`config.mk`:
```
export PLATFORM = sky130hd
export DESIGN_NAME = seg_scan_driver
export DESIGN_NICKNAME = d
export VERILOG_FILES = /design/src/rtl/seg_scan_driver.sv
export SDC_FILE = /design/constraint.sdc
export NUM_CORES = 1
export LEC_CHECK = 0
export BUFFER_PORTS_ARGS = -buffer_cell sky130_fd_sc_hd__buf_4
export CAP_MARGIN = 20
export CORE_MARGIN = 1
export CORE_UTILIZATION = 45
export DETAILED_ROUTE_END_ITERATION = 8
export HOLD_SLACK_MARGIN = 0.15
export PLACE_DENSITY = 0.76
export SLEW_MARGIN = 30
export SYNTH_ARGS = -nofsm -noshare
export SYNTH_HDL_FRONTEND = slang
export SYNTH_SLANG_ARGS = --single-unit
```
`constraint.sdc`:
```
create_clock -name clk -period 5.6 [get_ports clk]
set_input_delay 0.56 -clock clk [delete_from_list [all_inputs] [get_ports clk]]
set_output_delay 0.56 -clock clk [all_outputs]
set_load 0.02 [all_outputs]
```
`src/rtl/seg_scan_driver.sv`:
```
// Four-digit common-anode 7-segment scanner with per-frame digit snapshot and carry dp flash.
// Outputs registered, 1-cycle latency from idx/snapshot; en=0 freezes the scan and blanks the display.
module seg_scan_driver #(
    parameter int SCAN_DIV = 50000,
    parameter int DP_HOLD  = 64
) (
    input  logic       clk,
    input  logic       rst,
    input  logic       en,
    input  logic [3:0] ones,
    input  logic [3:0] tens,
    input  logic [3:0] hi_ones,
    input  logic [3:0] hi_tens,
    input  logic       co,
    input  logic       blank_lead,
    output logic [3:0] an,
    output logic [6:0] seg,
    output logic       dp,
    output logic       frame_tick
);

    localparam int              PW        = $clog2(SCAN_DIV);
    localparam logic [PW-1:0]   PCNT_LAST = PW'(SCAN_DIV - 1);
    localparam logic [7:0]      FL_LOAD   = 8'(DP_HOLD);
    localparam logic [6:0]      SEG_BLANK = 7'h7F;

    logic [PW-1:0] pcnt_q, pcnt_d;
    logic [1:0]    idx_q, idx_d;
    logic [7:0]    fl_q, fl_d;
    logic [15:0]   snap_q, snap_d;
    logic [3:0]    an_q, an_d;
    logic [6:0]    seg_q, seg_d;
    logic          dp_q, dp_d;
    logic          ftick_q, ftick_d;

    logic          tc;
    logic          frame_start;
    logic          blank3;
    logic          blank2;
    logic          blank_cur;
    logic [3:0]    cur_digit;

    function automatic logic [6:0] seg_decode(input logic [3:0] d);
        logic [6:0] s;
        case (d)
            4'd0:    s = 7'h40;
            4'd1:    s = 7'h79;
            4'd2:    s = 7'h24;
            4'd3:    s = 7'h30;
            4'd4:    s = 7'h19;
            4'd5:    s = 7'h12;
            4'd6:    s = 7'h02;
            4'd7:    s = 7'h78;
            4'd8:    s = 7'h00;
            4'd9:    s = 7'h10;
            default: s = 7'h3F;
        endcase
        return s;
    endfunction

    always_comb begin
        tc          = en && (pcnt_q == PCNT_LAST);
        frame_start = tc && (idx_q == 2'd3);

        pcnt_d = pcnt_q;
        idx_d  = idx_q;
        if (en) begin
            pcnt_d = tc ? '0 : pcnt_q + PW'(1);
        end
        if (tc) begin
            idx_d = idx_q + 2'd1;
        end

        snap_d = frame_start ? {hi_tens, hi_ones, tens, ones} : snap_q;

        // A carry load on a frame-start edge takes priority over the decrement.
        fl_d = fl_q;
        if (en && co) begin
            fl_d = FL_LOAD;
        end else if (frame_start && (fl_q != 8'd0)) begin
            fl_d = fl_q - 8'd1;
        end

        ftick_d = frame_start;

        blank3    = blank_lead && (snap_q[15:12] == 4'd0);
        blank2    = blank3 && (snap_q[11:8] == 4'd0);
        cur_digit = snap_q[{idx_q, 2'b00} +: 4];
        blank_cur = ((idx_q == 2'd3) && blank3) || ((idx_q == 2'd2) && blank2);

        an_d  = 4'hF;
        seg_d = SEG_BLANK;
        dp_d  = 1'b1;
        if (en) begin
            an_d  = ~(4'b0001 << idx_q);
            seg_d = blank_cur ? SEG_BLANK : seg_decode(cur_digit);
            dp_d  = !((idx_q == 2'd2) || ((idx_q == 2'd0) && (fl_q != 8'd0)));
        end
    end

    always_ff @(posedge clk) begin
        if (!rst) begin
            pcnt_q  <= '0;
            idx_q   <= 2'd0;
            fl_q    <= 8'd0;
            snap_q  <= 16'd0;
            an_q    <= 4'hF;
            seg_q   <= SEG_BLANK;
            dp_q    <= 1'b1;
            ftick_q <= 1'b0;
        end else begin
            pcnt_q  <= pcnt_d;
            idx_q   <= idx_d;
            fl_q    <= fl_d;
            snap_q  <= snap_d;
            an_q    <= an_d;
            seg_q   <= seg_d;
            dp_q    <= dp_d;
            ftick_q <= ftick_d;
        end
    end

    assign an         = an_q;
    assign seg        = seg_q;
    assign dp         = dp_q;
    assign frame_tick = ftick_q;

endmodule

```
Word-level counts from Yosys, hierarchy flattened:

Memory sizes are Yosys's and may differ from the RTL's. A register that Yosys moved wholly into a read port is not among the register bits.
Cells that the tools add are included.

* register bits after elaboration: 48
* memory bits (read-only): 112
* bits of input ports: 21
* word-level logic and storage cells: 43
* memories: 1

Memory list
* (name not given): words 16, width 7, read ports 1, clocked after memory_dff 1, wr ports 0, line 45 `case (d)`

* $add $sub $neg: 3
* equality and inequality tests: 3
* shift-type cells: 2
* multiplexer cells: 3
* bitwise operators: 3
* reduce and logical (&&, ||, !) cells: 20

Operator list (count)
* $add 16x1->16 const B: 1
* $eq 16x16->1 const B: 1
* $mux 16: 1
* $shiftx 16x5->4: 1
* $mux 7: 2
* $logic_and 1x1->1: 9
* $logic_not 4->1: 2
* $reduce_bool 8->1: 1
* $sub 8x1->8 const B: 1
* $eq 2x2->1 const B: 2
* $not 4->4: 1
* $shl 1x2->4 const A: 1
* $reduce_or 3->1: 1
* $add 2x1->2 const B: 1
* $logic_not 2->1: 1
* $logic_or 1x1->1: 2
* $not 1->1: 2
* $reduce_and 2->1: 1
* $reduce_bool 2->1: 1
* $reduce_or 2->1: 1
* $logic_not 1->1: 1

Longest topological paths before layout:

* word-level depth: 6
* depth in mapped cells: 7
* gate-level depth less buffers: 6

Worst setup path before layout:

No wires, ideal clock.

* kind: flip-flop to flip-flop
* from: reg pcnt_q[10]
* to: reg fl_q[2]
* setup time: 70 ps
* data arrival time: 2050 ps
* required time: 5530 ps
* path slack: 3480 ps
* cell stages (with the launch flop): 5
* buffers on the path: 0
* cells stage by stage: dfxtp_1 > or4_4 > or4_4 > or4_1 > a21oi_1

* longest elaborated chain between the ends: 4

Ends and longest elaborated chain
* start, declared: line 27 `logic [PW-1:0] pcnt_q, pcnt_d;`
* start signal, assigned: line 112 `pcnt_q <= pcnt_d;`
* $eq 16x16->1: line 62 `tc = en && (pcnt_q == PCNT_LAST);`
* $logic_and 1x1->1: line 62
* $logic_and 1x1->1: line 63 `frame_start = tc && (idx_q == 2'd3);`
* $logic_and 1x1->1: line 80 `end else if (frame_start && (fl_q != 8'd0)) begin`
* end signal, assigned: line 114 `fl_q <= fl_d;`
* end, declared: line 29 `logic [7:0] fl_q, fl_d;`

Every way passes these cells.
A chain may end at the register's enable or synchronous reset.

Final worst setup path:

* from: reg idx_q[0]
* to: reg fl_q[4]

* longest elaborated chain between the ends: 3

Ends and longest elaborated chain
* start, declared: line 28 `logic [1:0] idx_q, idx_d;`
* start signal, assigned: line 113 `idx_q <= idx_d;`
* $eq 2x2->1: line 63
* $logic_and 1x1->1: line 63
* $logic_and 1x1->1: line 80

Every way passes these cells.

==> results_dict.tcl <==
set metrics [dict create \
    dieArea_um2 6100 \
    slowest_delay_ns 0.77 \
    initial_core_util 0.471 \
    p_clk_frac 0.341 \
    syn2layout_area_growth_pct 14.1 \
    antenna_found_initial 0 \
    core_region_area_um2 5540 \
    routed_wirelength_mm 5.42 \
    min_path_cells 2 \
    syn_inst 292 \
    tritoncts "built" \
    wire_per_inst_um 13.9 \
    yosysWarnings 0 \
    overflow 0 \
    rsz0062_at_grt "false" \
    synth.top_cells.by_area "dfxtp_1 (42%), a21oi_1 (6.0%), nand3_1 (5.4%)" \
    synthSimpleGateAreaFrac 0.243 \
    endpoint_kind "flip-flop" \
    path_delay_family "simple AND/OR/NAND/NOR gates" \
    ir_drop_mv 0.122 \
    synth_cell_types 46 \
    path_cells "ha_1 > inv_1 > or4_1 > or4_1 > a21oi_1" \
    share_comb_of_total_power 0.057 \
    io_buffer_count 33 \
    first_pass_iters 4 \
    internal_power_mw 0.515 \
    clock_tree.buffer_depth 2 \
    cellPowerDensity_nw_per_um2 222 \
    cts_made_buffers 5 \
    io_pins 34 \
    slew_viol_final 0 \
    cp_max_fo 25 \
    path_depth 5 \
    critical_path_class "flip-flop to flip-flop" \
    slew_headroom 0.444 \
    design_area_um2 2980 \
    grt_use_total 0.182 \
    power.share.switching 0.221 \
    drc 0 \
    status "finished clean" \
    yosysSeqAreaShare 0.422 \
    cts_hold_buf 0 \
    core.rowCount 27 \
    dp_hpwl_mm 3.86 \
    post_dp_cell_area_um2 2870 \
    fin_crit_ns 3.04 \
    syn_area_per_cell_um2 8.93 \
    min_path_type "flip-flop to flip-flop" \
    syn_nets 324 \
    htreeDepth 2 \
    cts_root_buf "clkbuf_8" \
    synthMuxAreaShare 0.0384 \
    cts_resized 0 \
    synthAdderAreaFrac 0.0528 \
    cpMostUsedCell "or4_1" \
    power_mw 0.660 \
    diodes 0 \
    clkLatencyLatePin_ns 0.31 \
    cp_num_buf_inv 1 \
    synthesis.area_um2 2610 \
    clkTransAtPathRegs_ns 0.10 \
    grt_pass1_vias 1943 \
    yosys.area.top_type "dfxtp_1" \
    ant_nets 0 \
    mostFrequentLayoutCell "dfxtp_1" \
    cp_slowest_cell "ha_1" \
    sequentialPowerShare 0.602 \
    tightest_slew_ns 0.833 \
    fmax_mhz 329 \
    yosysTopAreaCellShare 0.422 \
    ys_ff_latch 55 \
    die_h_um 78.1 \
    drive_gt1_frac 0.179 \
    via_count 2221 \
    hold_viol 0 \
    layout_common_cells "dfxtp_1 (55), buf_4 (34), a21oi_1 (31)" \
    finalClockSkew_ns 0.0131 \
    synth_xor_xnor_area_share 0.0437 \
    switchingPower_mw 0.146 \
    reg2regPathDepth 5 \
    synth_top_family_by_area "simple AND/OR/NAND/NOR gates" \
    start_kind "flip-flop" \
    grt_max_degree 30 \
    viasPerCell 5.68 \
    die_x_um 78.1 \
    drt_iter0_drc 122 \
    nets 350 \
    required_ns 5.84 \
    crit_arrival_ns 3.27 \
    grt_pass1_wl_mm 8.86 \
    final.period_utilization 0.542 \
    setup_viol 0 \
    maxCapViolations 0 \
    fin_tns_setup_ns 0 \
    synth-compound-area-share 0.151 \
    gp_congestion 0.857 \
    leakagePower_nw 1.02 \
    cts_sinks 55 \
    post_cts_buffers 0 \
]
[cell usage after synthesis (all sizes together)]
| cell type | number |
|---|---|
| or2 | 4 |
| a21o | 1 |
| mux2i | 1 |
| or4b | 1 |
| a41o | 1 |
| or4bb | 1 |
| and3 | 1 |
| o21ai | 21 |
| xnor2 | 8 |
| o21bai | 3 |
| ha | 11 |
| or3 | 2 |
| dlygate4sd1 | 1 |
| inv | 12 |
| nand3 | 28 |
| nand2 | 14 |
| a21oi | 31 |
| and4 | 1 |
| nand4 | 7 |
| or4 | 8 |
| nand4b | 2 |
| a31oi | 1 |
| mux4 | 4 |
| o2111ai | 2 |
| nor4 | 8 |
| and4bb | 1 |
| nor3b | 1 |
| nand2b | 5 |
| nor2 | 17 |
| nor4b | 1 |
| buf | 2 |
| o41ai | 1 |
| dfxtp | 55 |
| nor3 | 6 |
| o31ai | 6 |
| o21a | 1 |
| nand3b | 2 |
| clkbuf | 13 |
| xor2 | 5 |
| o211ai | 1 |
| nor4bb | 1 |
[metal layers]
metal | global-route usage | wire length, um | share of wire
met5 | 0 | 0 | 0
met1 | 0.231 | 2470 | 0.46
met3 | 0.0372 | 244 | 0.045
met2 | 0.300 | 2610 | 0.48
met4 | 0.0741 | 98 | 0.018
[sequential cells by signal, indices dropped and copies added (netlist names)]
| signal | flops |
|---|---|
| snap_q | 16 |
| idx_q | 2 |
| fl_q | 8 |
| frame_tick | 1 |
| an | 4 |
| seg | 7 |
| pcnt_q | 16 |
| dp | 1 |
[kinds of logic after synthesis]
family                     Yosys count
muxes                                5
buffers and inverters               28
AOI/OAI and AO/OA                   69
DFF                                 55
and+or+nand+nor                    111
xor gates and xnor gates            13
adders and majority gates           11
[power groups by stage]
stage | combinational [mW] | sequential, mW | clock (mW)
after floorplan | 0.0156 | 0.410 | 0
after global placement | 0.0374 | 0.407 | 0
after detailed placement | 0.0375 | 0.407 | 0
after CTS | 0.0377 | 0.398 | 0.230
after global routing | 0.0409 | 0.399 | 0.248
final | 0.0376 | 0.398 | 0.225
[metrics by stage]
stage / utilization / std cells / worst slack [ns] / hold WS, ns
3_5_place_dp: 0.518 / 382 / 2.60 / 0.465
4_1_cts: 0.535 / 390 / 2.59 / 0.480
6_report: 0.537 / 391 / 2.56 / 0.481
2_1_floorplan: - / 292 / 3.48 / 0.445
5_1_grt: 0.537 / 391 / 2.33 / 0.501
3_3_place_gp: 0.518 / 382 / 2.71 / 0.459
[path summary, 6_finish.rpt]
| kind | startpoint | end | slack [ns] |
|---|---|---|---|
| setup / recovery | idx_q[0]$_SDFFE_PN0N_ | fl_q[4]$_SDFFE_PP0P_ | 2.56 |
| hold / removal | snap_q[3]$_SDFFE_PN0P_ | snap_q[3]$_SDFFE_PN0P_ | 0.48 |
| setup reg to reg | idx_q[0]$_SDFFE_PN0N_ | fl_q[4]$_SDFFE_PP0P_ | 2.56 |
| hold reg to reg | snap_q[3]$_SDFFE_PN0P_ | snap_q[3]$_SDFFE_PN0P_ | 0.48 |
[layout make-up]
| cell class | instances | area [um2] |
|---|---|---|
| tap | 72 | 90.1 |
| clock inverter | 1 | 8.76 |
| fill | 528 | 2560 |
| timing repair buffer | 35 | 267 |
| multi-input combinational | 209 | 1380 |
| inverter | 12 | 45.0 |
| sequential | 55 | 1100 |
| clock buffer | 7 | 86.3 |
[worst min-delay path, delay by kind of cell, from the launching register on]
kind | cells | cell delay, ns
flops | 1 | 0.32
compound gates | 2 | 0.13
Power figures use the tool's default switching activity.
